## config.mk

```make
export PLATFORM = sky130hd
export DESIGN_NAME = side_ch_wr_arb
export DESIGN_NICKNAME = d
export VERILOG_FILES = /design/src/rtl/side_ch_pkg.sv /design/src/rtl/side_ch_rr_pick.sv /design/src/rtl/side_ch_wr_arb.sv
export SDC_FILE = /design/constraint.sdc
export NUM_CORES = 1
export LEC_CHECK = 0
export ABC_CLOCK_PERIOD_IN_PS = 9200
export CAP_MARGIN = 20
export CELL_PAD_IN_SITES_DETAIL_PLACEMENT = 0
export CELL_PAD_IN_SITES_GLOBAL_PLACEMENT = 1
export CORE_MARGIN = 5
export CORE_UTILIZATION = 35
export CTS_CLUSTER_SIZE = 28
export DETAILED_ROUTE_END_ITERATION = 7
export PLACE_DENSITY_LB_ADDON = 0.1
export SYNTH_ARGS = -nofsm -noshare
export SYNTH_HDL_FRONTEND = slang
export SYNTH_HIERARCHICAL = 1
export SYNTH_SLANG_ARGS = --single-unit
export TNS_END_PERCENT = 50
```

## constraint.sdc

```tcl
create_clock -name clk -period 9.2 [get_ports clk]
set_clock_uncertainty 0.15 [all_clocks]
set_input_delay 1.84 -clock clk [delete_from_list [all_inputs] [get_ports clk]]
set_output_delay 1.84 -clock clk [all_outputs]
set_load 0.005 [all_outputs]
```

## src/rtl/side_ch_pkg.sv

```systemverilog
// Shared definitions for the side-channel FIFO write arbiter: header layout,
// FSM states and the admission margin.
package side_ch_pkg;

    localparam logic [7:0] HDR_MAGIC = 8'h5C;

    localparam int HDR_MAGIC_LSB = 56;
    localparam int HDR_SRC_LSB   = 48;
    localparam int HDR_SEQ_LSB   = 32;
    localparam int HDR_LEN_LSB   = 16;

    // Extra free words required beyond the frame itself: covers the word in
    // flight in the output register and the lag of the FIFO count.
    localparam int FIT_MARGIN = 3;

    typedef enum logic [1:0] {
        ST_IDLE,
        ST_HDR,
        ST_DATA,
        ST_PAD
    } state_t;

    function automatic logic [63:0] build_header(
        input logic [7:0]  src,
        input logic [15:0] seq,
        input logic [15:0] len
    );
        logic [63:0] h;
        h = '0;
        h[HDR_MAGIC_LSB +: 8] = HDR_MAGIC;
        h[HDR_SRC_LSB   +: 8] = src;
        h[HDR_SEQ_LSB   +: 16] = seq;
        h[HDR_LEN_LSB   +: 16] = len;
        return h;
    endfunction

endpackage

```

## src/rtl/side_ch_rr_pick.sv

```systemverilog
// Combinational round-robin picker: the first requesting source at or after
// rr_ptr (wrapping) wins.
module side_ch_rr_pick #(
    parameter int NUM_REQ = 3,
    parameter int IDX_W   = 2
) (
    input  logic [NUM_REQ-1:0] req,
    input  logic [IDX_W-1:0]   rr_ptr,
    output logic [NUM_REQ-1:0] pick,
    output logic               pick_valid
);

    always_comb begin
        logic [IDX_W-1:0] idx;
        pick       = '0;
        pick_valid = 1'b0;
        idx        = '0;
        for (int i = 0; i < NUM_REQ; i++) begin
            idx = IDX_W'((int'(rr_ptr) + i) % NUM_REQ);
            if (!pick_valid && req[idx]) begin
                pick[idx]  = 1'b1;
                pick_valid = 1'b1;
            end
        end
    end

endmodule

```

## src/rtl/side_ch_wr_arb.sv

```systemverilog
// Shares the side-channel capture FIFO write port between several sources,
// admitting whole frames only and prefixing each with a header word.
module side_ch_wr_arb
    import side_ch_pkg::*;
#(
    parameter int NUM_REQ                = 3,
    parameter int DATA_WIDTH             = 64,
    parameter int MAX_NUM_DMA_SYMBOL     = 8192,
    parameter int MAX_BIT_NUM_DMA_SYMBOL = 14,
    parameter int LEN_WIDTH              = 10,
    parameter int WD_CYCLES              = 1024
) (
    input  logic                              clk,
    input  logic                              rst,
    input  logic                              enable,
    input  logic                              drop_on_full,
    input  logic [NUM_REQ-1:0]                req,
    input  logic [NUM_REQ*LEN_WIDTH-1:0]      req_len,
    input  logic [NUM_REQ*DATA_WIDTH-1:0]     req_data,
    input  logic [NUM_REQ-1:0]                req_data_valid,
    output logic [NUM_REQ-1:0]                grant,
    output logic [NUM_REQ-1:0]                req_drop,
    input  logic [MAX_BIT_NUM_DMA_SYMBOL-1:0] m_axis_data_count,
    output logic [DATA_WIDTH-1:0]             data_to_ps,
    output logic                              data_to_ps_valid,
    output logic                              busy,
    output logic [15:0]                       seq_num,
    output logic [15:0]                       drop_cnt
);

    localparam int IDX_W = (NUM_REQ > 1) ? $clog2(NUM_REQ) : 1;
    localparam int WD_W  = $clog2(WD_CYCLES) + 1;

    state_t state, state_nxt;

    logic [LEN_WIDTH-1:0]  len_arr  [NUM_REQ];
    logic [DATA_WIDTH-1:0] data_arr [NUM_REQ];

    logic [NUM_REQ-1:0]    pick_req, pick_oh;
    logic                  pick_valid, fits, accept, wd_expired, last_word;
    logic [IDX_W-1:0]      pick_idx, rr_adv, rr_ptr, rr_nxt, src_q, src_nxt;
    logic [LEN_WIDTH-1:0]  pick_len, len_q, len_nxt, rem_q, rem_nxt;
    logic [WD_W-1:0]       wd_q, wd_nxt;
    logic [NUM_REQ-1:0]    grant_nxt, req_drop_nxt;
    logic [DATA_WIDTH-1:0] dout_nxt;
    logic                  dvalid_nxt;
    logic [15:0]           seq_nxt, drop_cnt_nxt;

    genvar g;
    generate
        for (g = 0; g < NUM_REQ; g++) begin : g_unpack
            assign len_arr[g]  = req_len[g*LEN_WIDTH +: LEN_WIDTH];
            assign data_arr[g] = req_data[g*DATA_WIDTH +: DATA_WIDTH];
        end
    endgenerate

    // A source dropped last cycle is masked so one request is never dropped twice in a row.
    assign pick_req = req & ~req_drop;

    side_ch_rr_pick #(
        .NUM_REQ (NUM_REQ),
        .IDX_W   (IDX_W)
    ) u_pick (
        .req        (pick_req),
        .rr_ptr     (rr_ptr),
        .pick       (pick_oh),
        .pick_valid (pick_valid)
    );

    always_comb begin
        pick_idx = '0;
        for (int i = 0; i < NUM_REQ; i++) begin
            if (pick_oh[i]) pick_idx = IDX_W'(i);
        end
    end

    assign pick_len   = len_arr[pick_idx];
    assign fits       = (32'(m_axis_data_count) + 32'(pick_len) + 32'(FIT_MARGIN))
                        <= 32'(MAX_NUM_DMA_SYMBOL);
    assign rr_adv     = (pick_idx == IDX_W'(NUM_REQ - 1)) ? '0 : pick_idx + 1'b1;
    assign accept     = (state == ST_DATA) && grant[src_q] && req_data_valid[src_q];
    assign wd_expired = (wd_q == WD_W'(WD_CYCLES - 1));
    assign last_word  = (rem_q == LEN_WIDTH'(1));
    assign busy       = (state != ST_IDLE);

    always_ff @(posedge clk or posedge rst) begin
        if (rst) state <= ST_IDLE;
        else     state <= state_nxt;
    end

    always_comb begin
        state_nxt = state;
        case (state)
            ST_IDLE: if (enable && pick_valid && fits) state_nxt = ST_HDR;
            ST_HDR:  state_nxt = (len_q == '0) ? ST_IDLE : ST_DATA;
            ST_DATA: begin
                if (accept) begin
                    if (last_word) state_nxt = ST_IDLE;
                end else if (wd_expired) begin
                    state_nxt = ST_PAD;
                end
            end
            ST_PAD:  if (last_word) state_nxt = ST_IDLE;
            default: state_nxt = ST_IDLE;
        endcase
    end

    // Next values for every registered output and the frame bookkeeping.
    always_comb begin
        grant_nxt    = grant;
        req_drop_nxt = '0;
        dout_nxt     = data_to_ps;
        dvalid_nxt   = 1'b0;
        seq_nxt      = seq_num;
        drop_cnt_nxt = drop_cnt;
        rr_nxt       = rr_ptr;
        src_nxt      = src_q;
        len_nxt      = len_q;
        rem_nxt      = rem_q;
        wd_nxt       = wd_q;
        case (state)
            ST_IDLE: begin
                if (enable && pick_valid) begin
                    if (fits) begin
                        grant_nxt  = pick_oh;
                        src_nxt    = pick_idx;
                        len_nxt    = pick_len;
                        rem_nxt    = pick_len;
                        wd_nxt     = '0;
                        dout_nxt   = DATA_WIDTH'(build_header(8'(pick_idx), seq_num, 16'(pick_len)));
                        dvalid_nxt = 1'b1;
                        seq_nxt    = seq_num + 16'd1;
                        rr_nxt     = rr_adv;
                    end else if (drop_on_full) begin
                        req_drop_nxt = pick_oh;
                        drop_cnt_nxt = (drop_cnt == 16'hFFFF) ? drop_cnt : drop_cnt + 16'd1;
                        rr_nxt       = rr_adv;
                    end
                end
            end
            ST_HDR: begin
                if (len_q == '0) grant_nxt = '0;
            end
            ST_DATA: begin
                if (accept) begin
                    dout_nxt   = data_arr[src_q];
                    dvalid_nxt = 1'b1;
                    rem_nxt    = rem_q - 1'b1;
                    wd_nxt     = '0;
                    if (last_word) grant_nxt = '0;
                end else begin
                    wd_nxt = wd_q + 1'b1;
                end
            end
            ST_PAD: begin
                dout_nxt   = '0;
                dvalid_nxt = 1'b1;
                rem_nxt    = rem_q - 1'b1;
                if (last_word) grant_nxt = '0;
            end
            default: ;
        endcase
    end

    always_ff @(posedge clk or posedge rst) begin
        if (rst) begin
            grant            <= '0;
            req_drop         <= '0;
            data_to_ps       <= '0;
            data_to_ps_valid <= 1'b0;
            seq_num          <= '0;
            drop_cnt         <= '0;
            rr_ptr           <= '0;
            src_q            <= '0;
            len_q            <= '0;
            rem_q            <= '0;
            wd_q             <= '0;
        end else begin
            grant            <= grant_nxt;
            req_drop         <= req_drop_nxt;
            data_to_ps       <= dout_nxt;
            data_to_ps_valid <= dvalid_nxt;
            seq_num          <= seq_nxt;
            drop_cnt         <= drop_cnt_nxt;
            rr_ptr           <= rr_nxt;
            src_q            <= src_nxt;
            len_q            <= len_nxt;
            rem_q            <= rem_nxt;
            wd_q             <= wd_nxt;
        end
    end

endmodule

```

; Word-level counts from Yosys, hierarchy flattened
; Cells that the tools add are included.
[totals]
elab_cells = 144
ff_bits = 140
out_inout_bits = 104
in_bits = 246
[classes]
reduce_logical = 24
n_div = 3
n_lt_le_gt_ge = 10
bitwise_logic = 8
n_eq_ne = 13
n_mux = 65
n_addsub = 9
[ops]
columns = cell, count
row1 = two-way mux 64 bit, 5
row2 = case mux 64 bit (3 select lines), 1
row3 = binary-select mux 64 bit (select 2 bit), 1
row4 = "remainder unit 32 x 3 -> 32 bit, second input constant", 2
row5 = two-way mux 10 bit, 5
row6 = two-way mux 3 bit, 12
row7 = two-way mux 11 bit, 3
row8 = "adder 16 x 1 -> 16 bit, second input constant", 2
row9 = "remainder unit 3 x 3 -> 32 bit, second input constant", 1
row10 = case mux 10 bit (3 select lines), 1
row11 = case mux 11 bit (2 select lines), 1
row12 = binary-select mux 10 bit (select 2 bit), 1
row13 = two-way mux 2 bit, 9
row14 = "adder 15 x 2 -> 16 bit, second input constant", 1
row15 = "== test 16 bit, second input constant", 1
row16 = "<= comparator 16 x 14 -> 1 bit, second input constant", 1
row17 = adder 14 x 10 -> 15 bit, 1
row18 = two-way mux 1 bit, 15
row19 = "< comparator 2 x 3 -> 1 bit, second input constant", 4
row20 = case mux 3 bit (4 select lines), 1
row21 = "adder 11 x 1 -> 11 bit, second input constant", 1
row22 = "== test 11 x 10 -> 1 bit, second input constant", 1
row23 = binary-select mux 1 bit (select 2 bit), 5
row24 = "== test 10 x 1 -> 1 bit, second input constant", 1
row25 = other kinds (28), 56

; Longest topological paths before layout
[logic_depth]
word_depth = 23
mapped_depth = 27
ltp_nobuf = 22

; Cells and area by module
; The synthesis kept the hierarchy.
[by_module_without_submodules]
columns = module, area_each_um2, n_inst, cells_each, seq_area_each_um2
row1 = side_ch_wr_arb, 8577.0, 1, 935, 3503.4
row2 = side_ch_rr_pick, 271.5, 1, 38, 0.0

; Worst setup path before layout
; Ideal clock, no wire load.
[synth_path]
kind = input port to flip-flop
startpoint = input req[1]
endpoint = register len_q[3]
path_stages = 21
path_buffers = 4
setup_slack_ns = 2.216
arrival_time_ns = 6.710
required_time_ns = 8.925
setup_time_ns = 0.125
cell_sequence = nor2b_1 > a22oi_1 > nor2_1 > or3_1 > o21ai_0 > clkbuf_1 > buf_1 > mux2i_1 > o21ai_0 > ha_1 > ha_1 > o211ai_1 > a21oi_1 > nor3_1 > mux2_2 > nand4b_1 > or4_1 > buf_2 > nand2_4 > buf_8 > mux2_2
[synth_via]
elab_chain_cells = 20
word_cells_on_any_way = 30
cone_classes = add/sub: 2 / order compare: 1 / mux: 17 / bitwise: 4 / reduce/logical: 6
[synth_lines]
columns = element, line_no
row1 = start: declaration, side_ch_wr_arb.sv:17  ; input logic [NUM_REQ-1:0] req,
row2 = bitwise AND 3 bit (*), side_ch_wr_arb.sv:58  ; assign pick_req = req & ~req_drop;
row3 = binary-select mux 1 bit (select 2 bit), side_ch_rr_pick.sv:20  ; if (!pick_valid && req[idx]) begin
row4 = two-way mux 1 bit (implied by the code), side_ch_rr_pick.sv:20
row5 = two-way mux 1 bit, side_ch_rr_pick.sv:20
row6 = logical NOT 1 bit, side_ch_rr_pick.sv:20
row7 = logical AND 1 bit, side_ch_rr_pick.sv:20
row8 = two-way mux 1 bit, side_ch_rr_pick.sv:20
row9 = logical NOT 1 bit, side_ch_rr_pick.sv:20
row10 = [... 2 more ...], --
row11 = via pick_oh[1], side_ch_wr_arb.sv:39  ; logic [NUM_REQ-1:0] pick_req, pick_oh;
row12 = [... 2 more ...], --
row13 = NOT 2 -> 3 bit (implied by the code) (*), side_ch_wr_arb.sv:77  ; assign pick_len = len_arr[pick_idx];
row14 = binary-select mux 10 bit (select 2 bit) (*), side_ch_wr_arb.sv:77
row15 = two-way mux 10 bit (implied by the code) (*) (2 in a row), side_ch_wr_arb.sv:77
row16 = via pick_len[4], side_ch_wr_arb.sv:42  ; logic [LEN_WIDTH-1:0] pick_len, len_q, len_nxt, rem_q, rem_nxt;
row17 = adder 14 x 10 -> 15 bit (*), side_ch_wr_arb.sv:78  ; assign fits = (32'(m_axis_data_count) + 32'(pick_len) + 32'(FIT_MARGIN))
row18 = adder 15 x 2 -> 16 bit (*), side_ch_wr_arb.sv:78
row19 = <= comparator 16 x 14 -> 1 bit (*), side_ch_wr_arb.sv:79  ; <= 32'(MAX_NUM_DMA_SYMBOL);
row20 = AND reduction 3 bit (no line) (*), --
row21 = end signal: assignment, side_ch_wr_arb.sv:187  ; len_q <= len_nxt;
row22 = end: declaration, side_ch_wr_arb.sv:42
; Mark *: on every way through the listed nets, which the timed path passes. The rest lies on a longest branch. The select of a mux whose other input is x is not followed.
; A chain may end at the register's enable or synchronous reset.

; Worst setup path after layout
[layout_path]
startpoint = input req[1]
endpoint = register len_q[9]
[layout_via]
word_cells_on_any_way = 30
cone_classes = add/sub: 2 / order compare: 1 / mux: 17 / bitwise: 4 / reduce/logical: 6
[layout_rtl]
columns = element, line_no
row1 = bitwise AND 3 bit (*), side_ch_wr_arb.sv:58
row2 = via pick_req[1], side_ch_wr_arb.sv:39
row3 = binary-select mux 1 bit (select 2 bit), side_ch_rr_pick.sv:20
row4 = two-way mux 1 bit (implied by the code), side_ch_rr_pick.sv:20
row5 = two-way mux 1 bit, side_ch_rr_pick.sv:20
row6 = logical NOT 1 bit, side_ch_rr_pick.sv:20
row7 = logical AND 1 bit, side_ch_rr_pick.sv:20
row8 = two-way mux 1 bit, side_ch_rr_pick.sv:20
row9 = [... 4 more ...], --
row10 = via pick_idx[1], side_ch_wr_arb.sv:41  ; logic [IDX_W-1:0] pick_idx, rr_adv, rr_ptr, rr_nxt, src_q, src_nxt;
row11 = NOT 2 -> 3 bit (implied by the code) (*), side_ch_wr_arb.sv:77
row12 = binary-select mux 10 bit (select 2 bit) (*), side_ch_wr_arb.sv:77
row13 = two-way mux 10 bit (implied by the code) (*) (2 in a row), side_ch_wr_arb.sv:77
row14 = adder 14 x 10 -> 15 bit, side_ch_wr_arb.sv:78
row15 = adder 15 x 2 -> 16 bit, side_ch_wr_arb.sv:78
row16 = <= comparator 16 x 14 -> 1 bit, side_ch_wr_arb.sv:79
row17 = AND reduction 3 bit (no line), --
; Marks and branches as above.

==> metrics.md <==
| Metric | Value |
|---|---|
| Hold Slack | `0.3534 ns` |
| Mapped Nets | `1,249` |
| Clk sinks | `140` |
| Row count | `58` |
| Post-CTS sizing | `0` |
| Predominant post-synthesis flop cell | `dfrtp_1` |
| Post-Synthesis Cells | `973` |
| Drt first pass iters | `5` |
| Setup TNS | `0 ns` |
| Switching portion of total power | `0.3049` |
| Number of flops mapped to enable cells by yosys | `0` |
| Largest net degree at the start of global routing | `74` |
| Worst Hold Class | `reg2reg` |
| Largest fanout on the critical path | `42` |
| Post-CTS Setup Bufs | `0` |
| Global-route wire length before repair | `50,390 um` |
| Pwr dens | `165.0 nW/um^2` |
| Total Die Area | `28,560 um^2` |
| CP required | `9.35 ns` |
| Final setup fails | `0` |
| Starting DRC count in detailed routing | `632` |
| Total CTS buffers | `17` |
| Share of post-route cells with drive strength above 1 | `0.06250` |
| Final WL | `33,450 um` |
| WP data arrival | `7.99 ns` |
| Seq/Total Area, Yosys | `0.3959` |
| Relative slew slack | `0.2858` |
| Internal power | `1.517 mW` |
| Crit start category | `input pin` |
| Final core occ | `0.5286` |
| P_sw | `0.6655 mW` |
| Clk pwr share | `0.302` |
| Worst Max-Slew Pin Slew | `1.071 ns` |
| Seq pwr share | `0.370` |
| Post-synth cell types | `69` |
| Initial Util | `0.3534` |
| Num ports | `350` |
| Latest clock arrival within the worst-skew pair | `0.43 ns` |
| Final hold violations | `0` |
| P&R area growth vs syn | `49.56%` |
| Via density | `5.337` |
| Fill count | `2,364` |
| Tmin final | `7.844 ns` |
| # hold bufs at CTS | `0` |
| Placed cell area | `12,670 um^2` |
| Die width | `169 um` |
| Critical path class | `in2reg` |
| Via count | `8,763` |
| Total of max-cap violations | `0` |
| Comb power frac | `0.328` |
| Syn Area/Cell | `9.094 um^2` |
| CTS H-tree depth | `4` |
| Clock root buffer | `clkbuf_16` |
| Die H | `169 um` |
| PortBufs | `349` |
| # diodes | `0` |
| Post-DP HPWL | `25,400 um` |
| Crit. End Element | `register` |
| GRT Residual Overflow | `0` |
| Drt drc | `0` |
| #FFs+latches synth | `140` |
| Fin. max-slew vios | `0` |
| Number of warnings issued by yosys | `6` |
| CTS tree | `yes` |
| Total Power | `2.183 mW` |
| Core area | `25,040 um^2` |
| Final net count | `1,575` |
| FFs w/ async S/R, synth | `1.000` |
| Status | `finished clean` |
| Worst-path clk slew | `0.06 ns` |
| LEAKAGE | `5.377 nW` |
| DR WL/cell | `20.37 um` |
| Final GP Congestion | `0.8953` |
| Tcrit/Tclk final | `0.8527` |
| GRT Total Usage | `0.2248` |
| Number of global-route vias before repair | `8,481` |
| RSZ-0062 raised after global routing | `no` |
| Clock Path Buffers | `2` |
| Design Area, Final | `13,230 um^2` |
| Detail Route Antenna Nets | `0` |
| Max Freq | `127.5 MHz` |
| VDD IR max | `0.0001268 V` |
| Initial antenna violation count | `1` |
| Cell area after synthesis | `8848 um^2` |
-- cells by family (layout without fill, tap and decap cells) --
| kind of cell | after synthesis | in the layout | share of synthesized area |
|---|---|---|---|
| AOI/OAI and AO/OA | 273 | 273 | 0.2039 |
| xor gates and xnor gates | 32 | 32 | 0.03167 |
| adders and majority gates | 30 | 30 | 0.04327 |
| DFF | 140 | 140 | 0.3959 |
| muxes | 93 | 93 | 0.1072 |
| and+or+nand+nor | 308 | 308 | 0.1712 |
| buffers and inverters | 97 | 436 | 0.04680 |
-- critical path: stages --
cell and delay [ns]:
clkdlybuf4s50_1 0.44, nor2b_1 0.36, mux2i_1 0.17, o21ai_0 0.25
a21oi_1 0.12, o21ai_2 0.67, nor2_1 0.11, a21oi_1 0.35
ha_1 0.31, inv_1 0.05, ha_1 0.16, inv_1 0.05
fa_1 0.37, nand2b_1 0.17, a21oi_1 0.20, nor3_1 0.12
a2111oi_1 0.37, nand4b_1 0.29, or4_1 0.53, buf_4 0.22
nand2_4 0.41, mux2_2 0.39
-- cells in the mapped netlist, drive strengths merged, types with 7 or more instances --
master  count  area share
nand4      13      0.0092
inv        34       0.014
xnor2       9      0.0089
a221o      21       0.024
nor3       19       0.011
buf        21       0.015
ha         29       0.041
a22o       34       0.034
and3       11      0.0078
nand3      35       0.020
and2       11      0.0078
o211ai      7      0.0059
mux2       14       0.018
xor2       23       0.023
nand2b      8      0.0057
or3         7      0.0049
mux2i      79       0.089
o221ai     15       0.015
nor2       75       0.032
o21ai     100       0.057
clkbuf     41       0.017
nor2b      11      0.0078
nor4       12       0.011
dfrtp     140        0.40
a21oi      60       0.035
nand2      90       0.039
-- path summary, 6_finish.rpt --
check                                from              to  slack (ns)  cells after the start
setup / recovery                   req[1]        len_q[9]        1.36                     22
hold / removal             data_to_ps[27]  data_to_ps[27]        0.35                      1
setup reg to reg                rr_ptr[0]        len_q[9]        2.70                     24
hold reg to reg            data_to_ps[27]  data_to_ps[27]        0.35                      1
max in group asynchronous             rst        src_q[1]        5.62                      3
min in group asynchronous             rst  data_to_ps[30]        1.76                      2
-- registers in the layout, summed over array words and instances, names as in the netlist --
name              flops
rr_ptr                2
drop_cnt             16
rem_q                10
src_q                 2
grant                 3
state                 2
data_to_ps_valid      1
len_q                10
wd_q                 11
data_to_ps           64
req_drop              3
seq_num              16
-- power by group through the flow --
stage / Sequential (mW) / Combinational (mW) / Clock [mW]
3_3_place_gp: 0.815 / 0.718 / 0
6_report: 0.808 / 0.715 / 0.660
2_1_floorplan: 0.806 / 0.313 / 0
5_1_grt: 0.822 / 0.780 / 0.699
3_5_place_dp: 0.815 / 0.721 / 0
4_1_cts: 0.807 / 0.725 / 0.669
-- metrics by stage --
stage	worst slack [ns]	std cells
4_1_cts	1.394	1642
3_3_place_gp	1.131	1610
2_1_floorplan	2.216	973
6_report	1.356	1642
3_5_place_dp	0.9798	1610
5_1_grt	0.8472	1642
-- metal layers --
| metal | track usage | share of wire |
|---|---|---|
| met3 | 0.05932 | 0.068 |
| met4 | 0.07140 | 0.026 |
| met1 | 0.2842 | 0.41 |
| met5 | 0 | 0.00039 |
| met2 | 0.3765 | 0.49 |
-- placed cells by master, fill, tap and decap left out, types with 11 or more instances in the layout --
master,Yosys,layout
ha_1,29,29
mux2i_1,79,79
nor3_1,18,18
and2_1,11,11
dfrtp_1,140,138
o221ai_1,15,15
xor2_1,23,23
mux2_2,14,14
nand2_1,89,89
nor2_1,75,75
a22o_1,34,34
buf_4,3,20
nand4_1,13,13
a221o_1,21,21
o21ai_0,93,91
and3_1,11,11
clkdlybuf4s50_1,0,349
nand3_1,35,35
a21oi_1,58,57
inv_1,34,33
clkbuf_16,0,17
-- area by class of cell --
type	count	area [um^2]	share of cell area
sequential	140	3508	0.2651
inverter	35	136.4	0.01031
clock inverter	13	118.9	0.008982
clock buffer	19	442.9	0.03347
multi-input combinational	736	4971	0.3756
tap	330	412.9	0.03120
timing repair buffer	369	3643	0.2753
Power figures use the tool's default switching activity.
